## config.mk

```make
export PLATFORM = sky130hd
export DESIGN_NAME = dmem_ctrl
export DESIGN_NICKNAME = d
export VERILOG_FILES = /design/src/rtl/dmem_pkg.sv /design/src/rtl/dmem_lane.sv /design/src/rtl/dmem_ctrl.sv
export SDC_FILE = /design/constraint.sdc
export NUM_CORES = 1
export LEC_CHECK = 0
export ABC_AREA = 1
export CORE_MARGIN = 5
export CORE_UTILIZATION = 46
export DETAILED_ROUTE_END_ITERATION = 12
export HOLD_SLACK_MARGIN = 0.15
export PLACE_DENSITY = 0.83
export SLEW_MARGIN = 20
export SYNTH_ARGS = -nofsm -noshare
export SYNTH_HDL_FRONTEND = slang
export SYNTH_SLANG_ARGS = --single-unit
```

## constraint.sdc

```tcl
create_clock -name clk -period 7.4 [get_ports clk]
set_input_delay 1.85 -clock clk [delete_from_list [all_inputs] [get_ports clk]]
set_output_delay 1.85 -clock clk [all_outputs]
set_load 0.05 [all_outputs]
```

## src/rtl/dmem_pkg.sv

```systemverilog
// dmem_ctrl shared definitions: funct3 codes, FSM states and the
// alignment/legality check used by the lane unit.
package dmem_pkg;

    localparam logic [2:0] F3_B  = 3'd0;
    localparam logic [2:0] F3_H  = 3'd1;
    localparam logic [2:0] F3_W  = 3'd2;
    localparam logic [2:0] F3_BU = 3'd4;
    localparam logic [2:0] F3_HU = 3'd5;

    typedef enum logic [2:0] {
        S_IDLE,
        S_RD,
        S_WSETUP,
        S_WSTROBE,
        S_RESP
    } state_e;

    function automatic logic lane_err(
        input logic       we,
        input logic [2:0] f3,
        input logic [1:0] off
    );
        logic e;
        e = 1'b0;
        if (we) begin
            case (f3)
                F3_B:    e = 1'b0;
                F3_H:    e = off[0];
                F3_W:    e = (off != 2'b00);
                default: e = 1'b1;
            endcase
        end else begin
            case (f3)
                F3_B, F3_BU: e = 1'b0;
                F3_H, F3_HU: e = off[0];
                F3_W:        e = (off != 2'b00);
                default:     e = 1'b1;
            endcase
        end
        return e;
    endfunction

endpackage

```

## src/rtl/dmem_lane.sv

```systemverilog
// Byte/halfword lane unit: load extract and extend, store merge into
// the read word, and the misalignment/illegal-funct3 check.
module dmem_lane
    import dmem_pkg::*;
(
    input  logic        we_i,
    input  logic [2:0]  funct3_i,
    input  logic [1:0]  off_i,
    input  logic [31:0] rword_i,
    input  logic [31:0] wdata_i,
    output logic [31:0] load_o,
    output logic [31:0] merge_o,
    output logic        err_o
);

    logic [7:0]  byte_v;
    logic [15:0] half_v;

    always_comb begin
        byte_v = rword_i[7:0];
        case (off_i)
            2'd0:    byte_v = rword_i[7:0];
            2'd1:    byte_v = rword_i[15:8];
            2'd2:    byte_v = rword_i[23:16];
            default: byte_v = rword_i[31:24];
        endcase
        half_v = off_i[1] ? rword_i[31:16] : rword_i[15:0];
    end

    always_comb begin
        load_o = '0;
        case (funct3_i)
            F3_B:    load_o = {{24{byte_v[7]}}, byte_v};
            F3_BU:   load_o = {24'd0, byte_v};
            F3_H:    load_o = {{16{half_v[15]}}, half_v};
            F3_HU:   load_o = {16'd0, half_v};
            F3_W:    load_o = rword_i;
            default: load_o = '0;
        endcase
    end

    always_comb begin
        merge_o = rword_i;
        case (funct3_i)
            F3_B: begin
                case (off_i)
                    2'd0:    merge_o[7:0]   = wdata_i[7:0];
                    2'd1:    merge_o[15:8]  = wdata_i[7:0];
                    2'd2:    merge_o[23:16] = wdata_i[7:0];
                    default: merge_o[31:24] = wdata_i[7:0];
                endcase
            end
            F3_H: begin
                if (off_i[1]) merge_o[31:16] = wdata_i[15:0];
                else          merge_o[15:0]  = wdata_i[15:0];
            end
            F3_W:    merge_o = wdata_i;
            default: merge_o = rword_i;
        endcase
    end

    assign err_o = lane_err(we_i, funct3_i, off_i);

endmodule

```

## src/rtl/dmem_ctrl.sv

```systemverilog
// Two-port round-robin data-memory controller with registered strobes
// and read-modify-write for sub-word stores.
module dmem_ctrl
    import dmem_pkg::*;
#(
    parameter int ADDR_W = 32
) (
    input  logic              clk,
    input  logic              reset,
    input  logic              req0,
    input  logic              we0,
    input  logic [ADDR_W-1:0] addr0,
    input  logic [31:0]       wdata0,
    input  logic [2:0]        funct30,
    input  logic [31:0]       pc0,
    output logic              gnt0,
    output logic              done0,
    output logic              err0,
    output logic [31:0]       rdata0,
    input  logic              req1,
    input  logic              we1,
    input  logic [ADDR_W-1:0] addr1,
    input  logic [31:0]       wdata1,
    input  logic [2:0]        funct31,
    input  logic [31:0]       pc1,
    output logic              gnt1,
    output logic              done1,
    output logic              err1,
    output logic [31:0]       rdata1,
    output logic [ADDR_W-1:0] memAddr,
    output logic              memReadEnable,
    input  logic [31:0]       memReadData,
    output logic              memWriteEnable,
    output logic [31:0]       memWriteData,
    output logic [31:0]       PC
);

    state_e            state_q, state_d;
    logic              last_q, last_d;
    logic              owner_q, owner_d;
    logic              we_q, we_d;
    logic [2:0]        f3_q, f3_d;
    logic [1:0]        off_q, off_d;
    logic [31:0]       wdata_q, wdata_d;
    logic [31:0]       rdata_q, rdata_d;
    logic [ADDR_W-1:0] maddr_q, maddr_d;
    logic              mre_q, mre_d;
    logic              mwe_q, mwe_d;
    logic [31:0]       mwd_q, mwd_d;
    logic [31:0]       pc_q, pc_d;
    logic [1:0]        gnt_q, gnt_d;
    logic [1:0]        done_q, done_d;
    logic [1:0]        err_q, err_d;

    logic              any_req, sel, idle;
    logic              s_we;
    logic [2:0]        s_f3;
    logic [ADDR_W-1:0] s_addr;
    logic [31:0]       s_wdata, s_pc;

    logic              l_we, l_err;
    logic [2:0]        l_f3;
    logic [1:0]        l_off;
    logic [31:0]       l_wdata, l_load, l_merge;

    // On a tie the port not granted last time wins.
    assign any_req = req0 | req1;
    assign sel     = (req0 & req1) ? ~last_q : req1;
    assign idle    = (state_q == S_IDLE);

    assign s_we    = sel ? we1     : we0;
    assign s_f3    = sel ? funct31 : funct30;
    assign s_addr  = sel ? addr1   : addr0;
    assign s_wdata = sel ? wdata1  : wdata0;
    assign s_pc    = sel ? pc1     : pc0;

    // One lane unit: fed by the incoming request in IDLE, by latches after.
    assign l_we    = idle ? s_we         : we_q;
    assign l_f3    = idle ? s_f3         : f3_q;
    assign l_off   = idle ? s_addr[1:0]  : off_q;
    assign l_wdata = idle ? s_wdata      : wdata_q;

    dmem_lane u_lane (
        .we_i     (l_we),
        .funct3_i (l_f3),
        .off_i    (l_off),
        .rword_i  (memReadData),
        .wdata_i  (l_wdata),
        .load_o   (l_load),
        .merge_o  (l_merge),
        .err_o    (l_err)
    );

    always_comb begin
        state_d = state_q;
        last_d  = last_q;
        owner_d = owner_q;
        we_d    = we_q;
        f3_d    = f3_q;
        off_d   = off_q;
        wdata_d = wdata_q;
        rdata_d = rdata_q;
        maddr_d = maddr_q;
        mwd_d   = mwd_q;
        pc_d    = pc_q;
        mre_d   = 1'b0;
        mwe_d   = 1'b0;
        gnt_d   = '0;
        done_d  = '0;
        err_d   = '0;
        unique case (state_q)
            S_IDLE: begin
                if (any_req) begin
                    gnt_d[sel] = 1'b1;
                    last_d     = sel;
                    owner_d    = sel;
                    we_d       = s_we;
                    f3_d       = s_f3;
                    off_d      = s_addr[1:0];
                    wdata_d    = s_wdata;
                    pc_d       = s_pc;
                    maddr_d    = {s_addr[ADDR_W-1:2], 2'b00};
                    if (l_err) begin
                        state_d    = S_RESP;
                        done_d[sel] = 1'b1;
                        err_d[sel]  = 1'b1;
                        rdata_d    = '0;
                    end else if (s_we && s_f3 == F3_W) begin
                        state_d = S_WSETUP;
                        mwd_d   = l_merge;
                    end else begin
                        state_d = S_RD;
                        mre_d   = 1'b1;
                    end
                end
            end
            S_RD: begin
                if (we_q) begin
                    state_d = S_WSETUP;
                    mwd_d   = l_merge;
                end else begin
                    state_d         = S_RESP;
                    rdata_d         = l_load;
                    done_d[owner_q] = 1'b1;
                end
            end
            S_WSETUP: begin
                state_d = S_WSTROBE;
                mwe_d   = 1'b1;
            end
            S_WSTROBE: begin
                state_d         = S_RESP;
                rdata_d         = '0;
                done_d[owner_q] = 1'b1;
            end
            S_RESP: begin
                state_d = S_IDLE;
            end
            default: begin
                state_d = S_IDLE;
            end
        endcase
    end

    always_ff @(posedge clk or posedge reset) begin
        if (reset) begin
            state_q <= S_IDLE;
            last_q  <= 1'b1;
            owner_q <= 1'b0;
            we_q    <= 1'b0;
            f3_q    <= '0;
            off_q   <= '0;
            wdata_q <= '0;
            rdata_q <= '0;
            maddr_q <= '0;
            mre_q   <= 1'b0;
            mwe_q   <= 1'b0;
            mwd_q   <= '0;
            pc_q    <= '0;
            gnt_q   <= '0;
            done_q  <= '0;
            err_q   <= '0;
        end else begin
            state_q <= state_d;
            last_q  <= last_d;
            owner_q <= owner_d;
            we_q    <= we_d;
            f3_q    <= f3_d;
            off_q   <= off_d;
            wdata_q <= wdata_d;
            rdata_q <= rdata_d;
            maddr_q <= maddr_d;
            mre_q   <= mre_d;
            mwe_q   <= mwe_d;
            mwd_q   <= mwd_d;
            pc_q    <= pc_d;
            gnt_q   <= gnt_d;
            done_q  <= done_d;
            err_q   <= err_d;
        end
    end

    assign gnt0           = gnt_q[0];
    assign gnt1           = gnt_q[1];
    assign done0          = done_q[0];
    assign done1          = done_q[1];
    assign err0           = err_q[0];
    assign err1           = err_q[1];
    assign rdata0         = rdata_q;
    assign rdata1         = rdata_q;
    assign memAddr        = maddr_q;
    assign memReadEnable  = mre_q;
    assign memWriteEnable = mwe_q;
    assign memWriteData   = mwd_q;
    assign PC             = pc_q;

endmodule

```

==> impl_metrics.yaml, run 1 <==
sta:
  finalSetupViolCount: 0
  tightest_slew_ns: 1.09
  fmax_ghz: 0.190
  rsz0062_at_grt: "false"
  layout_min_cycle_time_ns: 5.27
  skew_ns: 0.0190
  relSlewSlack: 0.273
  timing.final.crit_share: 0.712
  hold_viol: 0
  setup_tns_ns: 0
  drv_slew: 0
worst_setup_path:
  reg2reg_from: "state_q[2]"
  crit_arrival_ns: 5.59
  r2r-end: "memWriteData[18]"
  cp_slowest_cell: "nand2_1"
  worst-path-buf-inv: 1
  crit_start: "req1"
  worst-path-stages: 12
  cp_cell_sequence: "clkdlybuf4s50_1 > nand2_2 > nand2_1 > nand3_1 > nand2_4 > nand2_4 > nor2_2 > nand2_2 > nand3_1 > nand2_1 > nand3_1 > nand2_1"
  cp_top_family: "simple AND/OR/NAND/NOR gates"
  rr_worst_depth: 15
  slowest_delay_ns: 0.64
  crit_type: "input pin to flip-flop"
  worst_setup_path_start_kind: "input pin"
  worstPathMaxFanout: 41
  r2r_slack_ns: 3.08
  crit_required_ns: 7.72
  end_kind: "flip-flop"
  endpoint: "memWriteData[18]"
route:
  detail-route-antenna-nets: 0
  firstDrtPassIters: 6
  viasPerCell: 5.27
  finalWirelength_um: 39400
  initialDrtViolationCount: 1103
  drc_errors: 0
  via_count: 11800
  wl_per_cell_um: 17.6
clock_tree:
  clock-sinks: 177
  ctsHoldBuffers: 0
  path_clk_slew_ns: 0.07
  cts_resized: 0
  post_cts_buffers: 0
  cts-root-buf: "clkbuf_16"
  cts.path.max_buffers: 2
  cts-buffers-inserted: 17
  clk_latency_ns: 0.45
  cts_tree: "done"
  h-tree-depth: 4
yosys:
  yosysSeqAreaShare: 0.407
  synthDistinctLibCells: 32
  synthCells: 1599
  async_reset_ff_frac: 1.00
  synth_edf_count: 0
  yosys.area_share.adder: 0
  syn_area_per_cell_um2: 6.81
  synth_warnings: 0
  synth_seq_cells: 177
  yosys.area_share.xor_xnor: 0
  synth_compound_area_frac: 0.105
  synth-simple-area-share: 0.380
  yosys_most_used_dff: "dfrtp_1"
  syn-cell-area_mm2: 0.0109
  synth_mux_area_frac: 0
  synth_top_family_by_area: "simple AND/OR/NAND/NOR gates"
pwr:
  p_per_area_mw_per_mm2: 557
  p_comb_frac: 0.694
  p_leak_nw: 7.17
  p_sw_mw: 4.85
  pwr-share-clk: 0.106
  ir_drop_mv: 0.297
  internal_power_mw: 3.59
  power.total_mw: 8.44
  swShare: 0.575
  seqPwrFrac: 0.200
run:
  max_cap_viol_count: 0
placement:
  port_buffers: 401
  gp_congestion: 0.935
  place_area_mm2: 0.0146
  dp_hpwl_um: 29800
grt:
  top_usage_layer: "met2"
  use_met1: 0.346
  antenna_found_initial: 8
  grt_pass1_vias: 11400
  grt_overflow: 0
  met2_usage: 0.484
  globalRouteMet3Util: 0.0831
  grt_pass1_wl_um: 60700
  grt_max_degree: 76
  grt_usage: 0.287
hold_path:
  min_path_type: "flip-flop to flip-flop"
cells_and_area:
  syn_to_final_growth_pct: 39.3
  layout-drive-gt1-share: 0.0470
  nets: 2137
  stdcell_area_mm2: 0.0152
run_status:
  status: "finished clean"
floorplanning:
  coreArea_mm2: 0.0234
  initial_core_util: 0.465
  fp-row-count: 56
  die_x_um: 164
  num_io_pins: 404
  die_h_um: 164
  dieArea_mm2: 0.0268
## synthesized netlist by cell type, types with 2 or more instances
library cell,n,share of area
a21oi_1,39,0.018
buf_1,4,0.0014
buf_2,38,0.017
buf_4,38,0.026
buf_6,18,0.019
clkbuf_1,27,0.0093
dfrtp_1,176,0.40
inv_1,95,0.033
inv_2,6,0.0021
nand2_1,706,0.24
nand2_2,11,0.0063
nand2_4,8,0.0083
nand3_1,144,0.066
nand3_2,4,0.0037
nand3_4,3,0.0048
nand4_1,2,0.0011
nor2_1,99,0.034
nor2_2,5,0.0029
nor2_4,5,0.0052
o211ai_1,31,0.021
o21ai_0,87,0.040
o21ai_1,43,0.020
## state kept, by name, summed over array words and instances, names as in the netlist, 3 cells and up
signal,flops
PC,32
memWriteData,32
rdata0,32
wdata_q,32
memAddr,30
f3_q,3
state_q,3
## cells in the final DEF, fill, tap and decap left out, types with 2 or more instances in the layout
cell / n
nand2_2: 11
clkinvlp_4: 2
o21ai_0: 87
nand2_1: 705
o21ai_1: 43
dfrtp_1: 176
nor2_1: 98
inv_2: 7
nand3_2: 4
inv_6: 5
nor2_4: 8
inv_8: 3
clkbuf_16: 17
conb_1: 2
o211ai_1: 31
nand3_1: 144
buf_4: 7
clkdlybuf4s50_1: 401
nor2_2: 3
nand4_1: 2
nand2_4: 9
clkinv_8: 2
a21oi_1: 39
nand3_4: 3
inv_1: 93
clkinv_4: 3
diode_2: 4
## power groups by stage
stage	logic (mW)	clock network, mW	registers (mW)
finish	5.86	0.895	1.69
global route	6.35	0.944	1.75
CTS	5.80	0.904	1.69
detailed placement	5.78	0	1.70
global placement	5.69	0	1.69
floorplan	3.23	0	2.81
## per-layer routing
layer,vias to the layer above,wire length (µm)
met3,115,4090
met4,8,1620
li1,5622,-
met1,5407,14600
met2,642,19000
met5,-,63
## worst min path at each step
stage	from	end	slack, ns	depth (start not counted)
after floorplan	owner_q	done_q[0]	0.44	1
after global placement	memWriteData[13]	memWriteData[13]	0.46	2
after detailed placement	owner_q	done_q[0]	0.45	1
after CTS	owner_q	done_q[0]	0.46	1
after global routing	owner_q	done_q[0]	0.48	1
final	owner_q	done_q[0]	0.46	1
## logic make-up after synthesis
family                 Yosys count
and+or+nand+nor                990
buffers and inverters          227
AOI/OAI and AO/OA              204
DFF                            177
other                            1
## per-stage QoR
step                      setup slack, ns  utilization  instances  hold WS (ns)
final                                2.13        0.648       2237         0.465
after global routing                 1.74        0.648       2237         0.483
after CTS                            2.18        0.647       2233         0.461
after detailed placement             1.74        0.623       2201         0.454
after global placement               1.93        0.623       2201         0.455
after floorplan                     0.750            -       1600         0.436
## cell type report
cell class	instances	area, µm²
Fill cell	2027	8240
Multi-Input combinational cell	1196	5300
Sequential cell	177	4430
Timing Repair Buffer	408	4070
Clock buffer	18	429
Tap cell	319	399
Inverter	101	384
Clock inverter	14	143
Antenna cell	4	10.0
Power figures use the tool's default switching activity.
==> inputs of run 2 (changes only) <==
==> constraint.sdc (replaced) <==
create_clock -name clk -period 5.3 [get_ports clk]
set_input_delay 1.325 -clock clk [delete_from_list [all_inputs] [get_ports clk]]
set_output_delay 1.325 -clock clk [all_outputs]
set_load 0.05 [all_outputs]
==> impl_metrics.yaml, run 2 (synthesis gave the netlist of run 1 again) <==
run_status:
  status: "finished clean"
grt:
  antenna_found_initial: 2
  grt_max_degree: 80
  grt_overflow: 0
  grt_pass1_wl_um: 59000
  grt_pass1_vias: 10900
  grt_usage: 0.281
worst_setup_path:
  end_kind: "flip-flop"
  worst_setup_path_start_kind: "input pin"
  reg2reg_from: "state_q[0]"
  worstPathMaxFanout: 65
  crit_arrival_ns: 4.26
  cp_cell_sequence: "clkdlybuf4s50_1 > nand2_2 > nand2_2 > buf_4 > nand2_1 > nand3_1 > nand2_1 > nand3_1 > nand3_1 > nand2_1 > nand3_1 > nand2_2 > buf_4 > nand2_1 > o21ai_1"
  r2r-end: "rdata0[31]"
  crit_required_ns: 5.66
  r2r_slack_ns: 2.09
  slowest_delay_ns: 0.49
  rr_worst_depth: 15
  crit_start: "req0"
  crit_type: "input pin to flip-flop"
  cp_slowest_cell: "clkdlybuf4s50_1"
clock_tree:
  post_cts_buffers: 0
  cts-root-buf: "clkbuf_16"
  path_clk_slew_ns: 0.07
  cts_tree: "done"
  cts.path.max_buffers: 2
  cts_resized: 0
  clk_latency_ns: 0.44
  h-tree-depth: 4
  ctsHoldBuffers: 0
  clock-sinks: 177
  cts-buffers-inserted: 17
route:
  drc_errors: 0
  finalWirelength_um: 38700
  initialDrtViolationCount: 1011
  wl_per_cell_um: 17.2
  firstDrtPassIters: 5
  via_count: 11600
  detail-route-antenna-nets: 0
  viasPerCell: 5.18
sta:
  tightest_slew_ns: 1.05
  hold_viol: 0
  layout_min_cycle_time_ns: 3.90
  setup_tns_ns: 0
  finalSetupViolCount: 0
  rsz0062_at_grt: "false"
  drv_slew: 0
  setup_ws_ns: 1.40
  fmax_ghz: 0.256
  relSlewSlack: 0.290
  timing.final.crit_share: 0.736
  skew_ns: 0.0156
floorplanning:
  coreArea_mm2: 0.0234
  die_h_um: 164
  dieArea_mm2: 0.0268
  fp-row-count: 56
  die_x_um: 164
  initial_core_util: 0.465
  num_io_pins: 404
pwr:
  internal_power_mw: 5.09
  pwr-share-clk: 0.109
  swShare: 0.569
  ir_drop_mv: 0.453
  p_sw_mw: 6.74
  seqPwrFrac: 0.199
  p_leak_nw: 7.25
  p_per_area_mw_per_mm2: 773
  p_comb_frac: 0.692
  power.total_mw: 11.8
placement:
  dp_slack_ns: 0.969
  dp_hpwl_um: 29800
  gp_congestion: 0.942
  place_area_mm2: 0.0147
  port_buffers: 401
hold_path:
  hp-start: "owner_q"
  min_path_type: "flip-flop to flip-flop"
  hold-path-cell-count: 1
  hold_path_end: "done_q[0]"
cells_and_area:
  nets: 2148
  regArea_mm2: 0.00443
  multi_input_area_mm2: 0.00530
  fillCellCount: 2067
  layout_commonest_cell: "nand2_1"
  layout-drive-gt1-share: 0.0530
  layout_common_cells: "705 x nand2_1, 401 x clkdlybuf4s50_1, 176 x dfrtp_1"
  stdcell_area_mm2: 0.0153
  syn_to_final_growth_pct: 40.6
run:
  max_cap_viol_count: 0
run 2: per-stage QoR:
stage,std cells,util,hold slack [ns]
finish,2246,0.654,0.461
global route,2245,0.654,0.479
CTS,2243,0.653,0.458
detailed placement,2211,0.627,0.460
global placement,2211,0.627,0.455
floorplan,1600,-,0.436
run 2: worst max-delay path: cells and delay by family:
| kind | cells | cell delay, ns |
|---|---|---|
| AO/OA/AOI/OAI | 1 | 0.10 |
| buffers and inverters | 3 | 1.33 |
| AND/OR/NAND/NOR | 11 | 1.47 |
run 2: cell type report:
type	instances	share of cell area
Multi-Input combinational cell	1196	0.346
Antenna cell	2	0.000327
Clock buffer	18	0.0287
Clock inverter	14	0.0104
Sequential cell	177	0.290
Tap cell	319	0.0261
Inverter	101	0.0250
Timing Repair Buffer	419	0.274
run 2: worst max-delay path by stage:
stage               slack [ns]    endpoint
global route              1.00  rdata0[28]
global placement          1.09   rdata0[7]
finish                    1.40  rdata0[31]
CTS                       1.42  rdata0[19]
floorplan                 1.71       PC[0]
detailed placement        0.97  rdata0[19]
run 2: layer usage:
| layer | share of wire | global-route usage |
|---|---|---|
| met5 | 0.00052 | 0 |
| met4 | 0.046 | 0.117 |
| met3 | 0.098 | 0.0841 |
| met2 | 0.48 | 0.470 |
| met1 | 0.37 | 0.338 |
run 2: power by group through the flow:
stage          logic (mW)  clock network [mW]  registers, mW
2_1_floorplan        4.52                   0           3.93
3_3_place_gp         7.99                   0           2.36
3_5_place_dp         8.12                   0           2.37
4_1_cts              8.15                1.30           2.36
5_1_grt              8.87                1.36           2.43
6_report             8.19                1.29           2.35
